$ cat src/rtl/time_set_ctrl.sv
`default_nettype none
// ============================================================================
// Module   : time_set_ctrl
// Purpose  : Front-panel time-setting controller. Debounces the mode/up/down
//            push-buttons, runs the RUN/SET_HOUR/SET_MIN/SET_SEC mode FSM,
//            drives the enable/load/preset inputs of the three time counters
//            and generates a per-field blink mask for the display stage.
// Ports    : clk_in_50M            - system clock
//            rst                   - asynchronous active-high reset
//            key_mode/up/down      - raw buttons, active-low, asynchronous
//            hour/min/sec_state    - current counter values (binary)
//            en_hour/min/sec       - counter enables (1 = count)
//            load_hour/min/sec     - counter loads (level, 1 = load data_*)
//            data_hour/min/sec     - preset values (binary)
//            blink_mask            - [2]=hour [1]=min [0]=sec, 1 = blank
//            mode                  - 0=RUN 1=SET_HOUR 2=SET_MIN 3=SET_SEC
// Revision : 1.0 - initial release
// ============================================================================
module time_set_ctrl #(
    parameter int DEBOUNCE_CYCLES      = 1_000_000,
    parameter int BLINK_HALF_CYCLES    = 12_500_000,
    parameter int REPEAT_DELAY_CYCLES  = 25_000_000,
    parameter int REPEAT_PERIOD_CYCLES = 5_000_000
) (
    input  logic       clk_in_50M,
    input  logic       rst,
    input  logic       key_mode,
    input  logic       key_up,
    input  logic       key_down,
    input  logic [6:0] sec_state,
    input  logic [6:0] min_state,
    input  logic [6:0] hour_state,
    output logic       en_sec,
    output logic       en_min,
    output logic       en_hour,
    output logic       load_sec,
    output logic       load_min,
    output logic       load_hour,
    output logic [6:0] data_sec,
    output logic [6:0] data_min,
    output logic [6:0] data_hour,
    output logic [2:0] blink_mask,
    output logic [1:0] mode
);

    localparam int c_DB_W  = $clog2(DEBOUNCE_CYCLES + 1);
    localparam int c_RP_MAX = (REPEAT_DELAY_CYCLES > REPEAT_PERIOD_CYCLES) ?
                              REPEAT_DELAY_CYCLES : REPEAT_PERIOD_CYCLES;
    localparam int c_RP_W  = $clog2(c_RP_MAX + 1);
    localparam int c_BL_W  = $clog2(BLINK_HALF_CYCLES + 1);

    // Key index: 2 = mode, 1 = up, 0 = down
    logic [2:0] w_key_raw;
    logic [2:0] w_press;
    logic [2:0] w_repeat;

    assign w_key_raw = {key_mode, key_up, key_down};

    genvar gi;
    generate
        for (gi = 0; gi < 3; gi++) begin : g_key
            logic              r_sync0;
            logic              r_sync1;
            logic              r_level;
            logic              r_level_prev;
            logic              r_press;
            logic [c_DB_W-1:0] r_db_cnt;
            logic              w_accept;

            // Synchronized level has disagreed for the full debounce window
            assign w_accept = (r_sync1 != r_level) &&
                              (r_db_cnt == c_DB_W'(DEBOUNCE_CYCLES - 1));

            always_ff @(posedge clk_in_50M or posedge rst) begin
                if (rst) begin
                    r_sync0      <= 1'b1;
                    r_sync1      <= 1'b1;
                    r_level      <= 1'b1;
                    r_level_prev <= 1'b1;
                    r_press      <= 1'b0;
                    r_db_cnt     <= '0;
                end else begin
                    r_sync0      <= w_key_raw[gi];
                    r_sync1      <= r_sync0;
                    r_level_prev <= r_level;
                    r_press      <= r_level_prev & ~r_level;
                    if (r_sync1 == r_level) begin
                        r_db_cnt <= '0;
                    end else if (w_accept) begin
                        r_level  <= r_sync1;
                        r_db_cnt <= '0;
                    end else begin
                        r_db_cnt <= r_db_cnt + 1'b1;
                    end
                end
            end

            assign w_press[gi] = r_press;

            if (gi < 2) begin : g_repeat
                logic              r_rep;
                logic [c_RP_W-1:0] r_rep_cnt;
                logic              w_release;

                // A release accepted this cycle must suppress a repeat that
                // would otherwise land one cycle later.
                assign w_release = w_accept & r_sync1;

                // Down-counter reaching 1 marks the cycle before a repeat
                // pulse; it is then reloaded with the repeat period.
                always_ff @(posedge clk_in_50M or posedge rst) begin
                    if (rst) begin
                        r_rep     <= 1'b0;
                        r_rep_cnt <= '0;
                    end else if (r_level || w_release) begin
                        r_rep     <= 1'b0;
                        r_rep_cnt <= '0;
                    end else if (r_press) begin
                        r_rep     <= 1'b0;
                        r_rep_cnt <= c_RP_W'(REPEAT_DELAY_CYCLES - 1);
                    end else if (r_rep_cnt == c_RP_W'(1)) begin
                        r_rep     <= 1'b1;
                        r_rep_cnt <= c_RP_W'(REPEAT_PERIOD_CYCLES);
                    end else begin
                        r_rep <= 1'b0;
                        if (r_rep_cnt != '0) begin
                            r_rep_cnt <= r_rep_cnt - 1'b1;
                        end
                    end
                end

                assign w_repeat[gi] = r_rep;
            end else begin : g_no_repeat
                assign w_repeat[gi] = 1'b0;
            end
        end
    endgenerate

    typedef enum logic [1:0] {
        ST_RUN      = 2'd0,
        ST_SET_HOUR = 2'd1,
        ST_SET_MIN  = 2'd2,
        ST_SET_SEC  = 2'd3
    } state_t;

    state_t            r_state;
    logic              r_en;
    logic              r_load;
    logic [6:0]        r_edit_h;
    logic [6:0]        r_edit_m;
    logic [6:0]        r_edit_s;
    logic [c_BL_W-1:0] r_blink_cnt;
    logic              r_blink_phase;
    logic [2:0]        r_blink_mask;

    logic w_mode_ev;
    logic w_up;
    logic w_dn;
    logic w_step;

    // Mode wins over a coincident step; up together with down cancels out.
    assign w_mode_ev = w_press[2];
    assign w_up      = w_press[1] | w_repeat[1];
    assign w_dn      = w_press[0] | w_repeat[0];
    assign w_step    = (w_up ^ w_dn) && !w_mode_ev && (r_state != ST_RUN);

    function automatic logic [2:0] field_sel(input state_t s);
        case (s)
            ST_SET_HOUR: field_sel = 3'b100;
            ST_SET_MIN:  field_sel = 3'b010;
            ST_SET_SEC:  field_sel = 3'b001;
            default:     field_sel = 3'b000;
        endcase
    endfunction

    always_ff @(posedge clk_in_50M or posedge rst) begin
        if (rst) begin
            r_state       <= ST_RUN;
            r_en          <= 1'b1;
            r_load        <= 1'b0;
            r_edit_h      <= 7'd0;
            r_edit_m      <= 7'd0;
            r_edit_s      <= 7'd0;
            r_blink_cnt   <= '0;
            r_blink_phase <= 1'b0;
            r_blink_mask  <= 3'b000;
        end else if (w_mode_ev) begin
            // Every state change restarts the blink with the field visible
            r_blink_cnt   <= '0;
            r_blink_phase <= 1'b0;
            r_blink_mask  <= 3'b000;
            case (r_state)
                ST_RUN: begin
                    r_state  <= ST_SET_HOUR;
                    r_en     <= 1'b0;
                    r_load   <= 1'b1;
                    r_edit_h <= (hour_state < 7'd24) ? hour_state : 7'd0;
                    r_edit_m <= (min_state  < 7'd60) ? min_state  : 7'd0;
                    r_edit_s <= (sec_state  < 7'd60) ? sec_state  : 7'd0;
                end
                ST_SET_HOUR: r_state <= ST_SET_MIN;
                ST_SET_MIN:  r_state <= ST_SET_SEC;
                default: begin
                    r_state <= ST_RUN;
                    r_en    <= 1'b1;
                    r_load  <= 1'b0;
                end
            endcase
        end else if (w_step) begin
            r_blink_cnt   <= '0;
            r_blink_phase <= 1'b0;
            r_blink_mask  <= 3'b000;
            case (r_state)
                ST_SET_HOUR: begin
                    if (w_up) r_edit_h <= (r_edit_h == 7'd23) ? 7'd0  : r_edit_h + 7'd1;
                    else      r_edit_h <= (r_edit_h == 7'd0)  ? 7'd23 : r_edit_h - 7'd1;
                end
                ST_SET_MIN: begin
                    if (w_up) r_edit_m <= (r_edit_m == 7'd59) ? 7'd0  : r_edit_m + 7'd1;
                    else      r_edit_m <= (r_edit_m == 7'd0)  ? 7'd59 : r_edit_m - 7'd1;
                end
                default: begin
                    if (w_up) r_edit_s <= (r_edit_s == 7'd59) ? 7'd0  : r_edit_s + 7'd1;
                    else      r_edit_s <= (r_edit_s == 7'd0)  ? 7'd59 : r_edit_s - 7'd1;
                end
            endcase
        end else if (r_blink_cnt == c_BL_W'(BLINK_HALF_CYCLES - 1)) begin
            r_blink_cnt   <= '0;
            r_blink_phase <= ~r_blink_phase;
            // Mask mirrors the phase that becomes current after this edge
            r_blink_mask  <= field_sel(r_state) & {3{~r_blink_phase}};
        end else begin
            r_blink_cnt <= r_blink_cnt + 1'b1;
        end
    end

    assign en_hour    = r_en;
    assign en_min     = r_en;
    assign en_sec     = r_en;
    assign load_hour  = r_load;
    assign load_min   = r_load;
    assign load_sec   = r_load;
    assign data_hour  = r_edit_h;
    assign data_min   = r_edit_m;
    assign data_sec   = r_edit_s;
    assign blink_mask = r_blink_mask;
    assign mode       = r_state;

endmodule
`default_nettype wire
$ cat config.mk
export PLATFORM = sky130hd
export DESIGN_NAME = time_set_ctrl
export DESIGN_NICKNAME = d
export VERILOG_FILES = /design/src/rtl/time_set_ctrl.sv
export SDC_FILE = /design/constraint.sdc
export NUM_CORES = 1
export LEC_CHECK = 0
export CAP_MARGIN = 10
export CORE_MARGIN = 4
export CORE_UTILIZATION = 30
export DETAILED_ROUTE_END_ITERATION = 7
export HOLD_SLACK_MARGIN = 0.03
export RECOVER_POWER = 50
export SYNTH_ARGS = -nofsm -noshare
export SYNTH_HDL_FRONTEND = slang
export SYNTH_SLANG_ARGS = --single-unit
$ cat constraint.sdc
create_clock -name clk_in_50M -period 5.8 [get_ports clk_in_50M]
set_input_delay 1.16 -clock clk_in_50M [delete_from_list [all_inputs] [get_ports clk_in_50M]]
set_output_delay 1.16 -clock clk_in_50M [all_outputs]
set_load 0.01 [all_outputs]
Word-level counts from Yosys, hierarchy flattened
Cells that the tools add are included.
{"block": "totals", "mem_bits_rw": 0, "mem_count": 0, "register_bits": 180, "mem_bits_ro": 0, "input_bits": 26, "latchBits": 0, "wordCells": 172}
{"block": "op_classes", "order_cmp": 3, "n_addsub": 12, "div_mod_pow": 0, "n_bitwise": 17, "n_reduce_logical": 29, "multipliers": 0, "muxes": 60, "shift": 0, "eq_ne": 20}
{"cell": "$mux W25", "count": 8}
{"cell": "$mux W7", "count": 24}
{"cell": "$mux W20", "count": 6}
{"cell": "$mux W24", "count": 3}
{"cell": "$add A20 B1 Y20 const B", "count": 3}
{"cell": "$eq A20 B20 Y1 const B", "count": 3}
{"cell": "$eq A25 B1 Y1 const B", "count": 2}
{"cell": "$reduce_bool A25 Y1", "count": 2}
{"cell": "$sub A25 B1 Y25 const B", "count": 2}
{"cell": "$add A24 B1 Y24 const B", "count": 1}
{"cell": "$eq A24 B24 Y1 const B", "count": 1}
{"cell": "$add A7 B1 Y7 const B", "count": 3}
{"cell": "$logic_not A7 Y1", "count": 3}
{"cell": "$sub A7 B1 Y7 const B", "count": 3}
{"cell": "$mux W3", "count": 6}
{"cell": "$eq A7 B6 Y1 const B", "count": 2}
{"cell": "$lt A7 B6 Y1 const B", "count": 2}
{"cell": "$mux W1", "count": 9}
{"cell": "$pmux W3 S3", "count": 1}
{"cell": "$reduce_and A3 Y1", "count": 3}
{"cell": "$not A1 Y1", "count": 8}
{"cell": "$reduce_and A2 Y1", "count": 4}
{"cell": "$reduce_bool A2 Y1", "count": 4}
{"cell": "$reduce_bool A4 Y1", "count": 2}
{"cell": "19 further kinds", "count": 36}

Depth between registers and ports, before layout
{"block": "logic_depth", "ltp_word": 10, "mapped_depth": 9, "depth_no_buf": 7}

Worst setup path before layout
Ideal clock, no wire load.
{"block": "synth_timing", "kind": "register to register", "start": "register g_key[1].g_repeat.r_rep_cnt[0]", "end": "register g_key[1].g_repeat.r_rep_cnt[24]", "path_buffers": 1, "path_slack_ns": 3.425, "required_time_ns": 5.723, "path_stages_with_launch": 9, "t_arrival_ns": 2.297, "path_cell_list": "dfrtp_1 > inv_1 > ha_1 > or4b_2 > clkbuf_1 > nor4_4 > nor2b_1 > mux2_2 > a21oi_1"}
{"block": "synth_between", "elab_chain_len": 5}
{"element": "start: declaration", "line": "102", "source": "logic [c_RP_W-1:0] r_rep_cnt;"}
{"element": "start signal: assignment", "line": "120", "source": "r_rep_cnt <= c_RP_W'(REPEAT_DELAY_CYCLES - 1);"}
{"element": "start signal: assignment", "line": "123", "source": "r_rep_cnt <= c_RP_W'(REPEAT_PERIOD_CYCLES);"}
{"element": "start signal: assignment", "line": "127", "source": "r_rep_cnt <= r_rep_cnt - 1'b1;"}
{"element": "$sub A25 B1 Y25", "line": "127"}
{"element": "$mux W25", "line": "126", "source": "if (r_rep_cnt != '0) begin"}
{"element": "$mux W25", "line": "121", "source": "end else if (r_rep_cnt == c_RP_W'(1)) begin"}
{"element": "$mux W25", "line": "118", "source": "end else if (r_press) begin"}
{"element": "$mux W25", "line": "115", "source": "end else if (r_level || w_release) begin"}
Parallel ways exist; a longest one is shown, timed or not. The select of a mux whose other input is x is not followed.
A chain may end at the register's enable or synchronous reset.

==> impl_results.md <==
- Hold Path Cell Cnt: 0
- CTS sink cnt: 180
- IO Port Bufs: 57
- Setup TNS: 0 ns
- Bufs and invs on worst path: 3
- Cell taking the most area after synthesis: dfrtp_1
- Most frequent cells in the layout: dfrtp_1 (167), nor2_1 (165), xnor2_1 (73)
- Clock-pin slew on the worst setup and hold paths: 0.07 ns
- Commonest non-fill, non-tap cell in the layout: dfrtp_1
- Max VDD drop: 184.4 µV
- Synth async-reset ratio: 1.000
- Reg-to-Reg End: data_sec[6]
- Ranking of synthesized cells by area: dfrtp_1 (42%), xnor2_1 (6.4%), nor2_1 (6.3%)
- Post-synthesis sequential area ratio: 0.4535
- Yosys warning total: 0
- Violated checks: capacitance limit, slew limit
- Met2 Track Usage GR: 0.1925
- Met1 Track Usage GR: 0.1722
- Family with the most delay on the worst path: buffers and inverters
- NumNets Final: 1154
- Worst hold endpoint: g_key[2].r_sync1
- Wirelength per Cell: 14.25 µm
- Min cycle time layout: 3.755 ns
- Power Density: 218.3 nW/µm²
- Die area: 36210 µm²
- Clock Latency Late Sink: 0.44 ns
- Worst path max stage delay: 1.60 ns
- Crit Path Max Fanout: 180
- Layout cell share with drive strength beyond 1: 0.06434
- Most common flop cell mapped by yosys: dfrtp_1
- Arrival time at the worst endpoint: 3.75 ns
- Met3 usage: 0.02618
- Via count: 7921
- Fin crit share: 0.6475
- WL final: 22240 µm
- Req. time, crit path: 5.80 ns
- Area of the multi-input gates: 5129 µm²
- Worst Clk Skew: 0.01191 ns
- Layout Area Growth over Synthesis: 15.63%
- Gate Count Post-Synth: 1070
- Setup-failing EPs final: 0
- Synth Register Bits: 180
- Register Area: 4521 µm²
- Leakage: 0.004960 µW
- Post-DP HPWL: 14890 µm
- Vias/cell: 5.074
- Slowest CP cell: clkbuf_4
- Grt total ovfl: 0
- CTS tree: built
- Core Util, Final: 0.3534
- # hold bufs at CTS: 0
- Global Route Usage Sum: 0.1227
- CP Cell Sequence: dlygate4sd3_1 -> clkinvlp_4 -> clkbuf_4
- Initial antenna violation count: 0
- Most used routing layer: met2
- Post-CTS setup buffers: 0
- Initial Util: 0.3056
- H-tree depth: 4
- Hold WC Path Type: flop to flop
- Top Ports: 58
- Number of flops mapped to enable cells by yosys: 0
- R2R cell count: 5
- Vias in the first global route: 7566
- Worst reg2reg setup slack: 3.10 ns
- Core box area: 32620 µm²
- Reg-to-reg startpoint: g_key[1].r_press
- CTS Buffer Depth: 2
- Syn_nets: 1118
- Syn_area_per_cell: 9.316 µm²
- Clock root cell: clkbuf_16
- CP endpoint kind: asynchronous set/reset pin
- Outcome: complete, but fails checks
- Largest net degree at the start of global routing: 181
- F_max: 266.3 MHz
- Share of the synthesized area in the top cell type: 0.4192
- Die height: 190.3 µm
- DRT iter0 DRCs: 457
- DRT antenna net count: 0
- HP Start: g_key[2].r_sync0
- 1st-pass router iterations: 5
- CTS buffer count: 17
- Cells resized by post-CTS repair: 0
- Synth Cell Area: 9968 µm²
- Distinct cells, synth: 78
- Pwr Total: 2517 µW
- Final Hold Viols: 0
- Wire length of the first global-routing pass: 37490 µm
- FILL cells: 3278
- Fin. max-slew vios: 181
- Critical path class: input pin to asynchronous set/reset pin
- Startpoint types: input pin
- DRC Markers: 0
- Slew @ Worst Pin: 2.544 ns
- Placer Congestion: 0.8665
- Max capacitance violation total: 1
- Slew Limit Headroom: -0.6962
- Die W: 190.3 µm
- Site row count: 66
- Unrepaired setup endpoints after global routing: false
- Diode count: 0
-- layout make-up --
cell class | count | share of cell area
clock buffers | 17 | 0.03691
clock inverters | 15 | 0.01444
inverters | 32 | 0.01075
multi-input cells | 813 | 0.4450
flip-flops and latches | 180 | 0.3922
well taps | 442 | 0.04798
repair buffers | 62 | 0.05276
-- how the worst max path moves through the flow --
stage                      from                   end  slack [ns]  depth (start not counted)
2_1_floorplan               rst         blink_mask[0]        2.34                          1
3_3_place_gp   g_key[1].r_press           data_sec[6]        3.15                          5
3_5_place_dp   g_key[1].r_press           data_sec[6]        3.12                          5
4_1_cts             data_sec[2]           data_sec[2]        2.94                          1
5_1_grt                     rst         blink_mask[2]        1.59                          3
6_report                    rst  g_key[2].r_db_cnt[0]        2.04                          3
-- per-stage QoR --
step	worst slack [ns]	hold WS [ns]	area, µm²	cells
2_1_floorplan	2.342	0.3452	9972	1070
3_3_place_gp	3.146	0.3462	10950	1529
3_5_place_dp	3.119	0.3468	10950	1529
4_1_cts	2.941	0.3573	11540	1561
5_1_grt	1.591	0.3601	11530	1561
6_report	2.045	0.3564	11530	1561
-- where the power goes --
group          leakage (µW)  internal [µW]  switching (µW)
combinational       0.00227           22.9            42.2
sequential          0.00240           1260            7.18
clock              0.000293            647             533
total               0.00496           1930             583
-- flip-flops by register name, indices dropped and copies added, names as in the netlist --
register,count
g_key.r_sync0,3
data_hour,7
g_key.r_level_prev,3
g_key.r_level,3
g_key.r_press,3
r_blink_cnt,24
data_min,7
g_key.g_repeat.r_rep_cnt,50
mode,2
r_blink_phase,1
data_sec,7
g_key.r_db_cnt,60
load_hour,1
blink_mask,3
g_key.r_sync1,3
en_hour,1
g_key.g_repeat.r_rep,2
-- cells in the mapped netlist (5+ instances only) --
master and instances:
and4_1 5, nor2_1 166, mux2_2 5, nor4b_1 5
clkbuf_1 32, nand3b_1 5, nand3_1 54, and3_1 22
o21ai_0 28, nor3_1 41, or4_1 12, ha_1 22
dfrtp_1 167, a22o_1 5, nand2b_1 6, a211oi_1 8
and2_1 7, o41ai_1 5, a21oi_1 49, a41oi_1 6
nor4_1 27, a31oi_1 9, xor2_1 46, nor3b_1 5
buf_2 5, nand4_1 30, inv_1 32, a32oi_1 5
xnor2_1 73, buf_4 5, or3_1 12, dfstp_2 13
o211ai_1 6, nor2b_1 7, nand2_1 65
-- metal layers --
| metal | up-vias | wire length, µm | part of all wire |
|---|---|---|---|
| met5 | - | 0 | 0 |
| met4 | 0 | 255 | 0.011 |
| met3 | 22 | 892 | 0.040 |
| met2 | 150 | 10150 | 0.46 |
| met1 | 3858 | 10940 | 0.49 |
| li1 | 3891 | - | - |
-- cells by family (layout without fill, tap and decap cells) --
group                    Yosys count  after routing  share of synthesized area
AND/OR/NAND/NOR                  495            495                     0.2576
flip-flops                       180            180                     0.4535
multiplexers                       9              9                   0.009665
XOR/XNOR                         120            120                     0.1073
AO/OA/AOI/OAI                    167            167                     0.1121
buffers and inverters             77            126                    0.03226
adder cells (fa/ha/maj)           22             22                    0.02761
No activity file was read; power rests on OpenSTA's default activity.
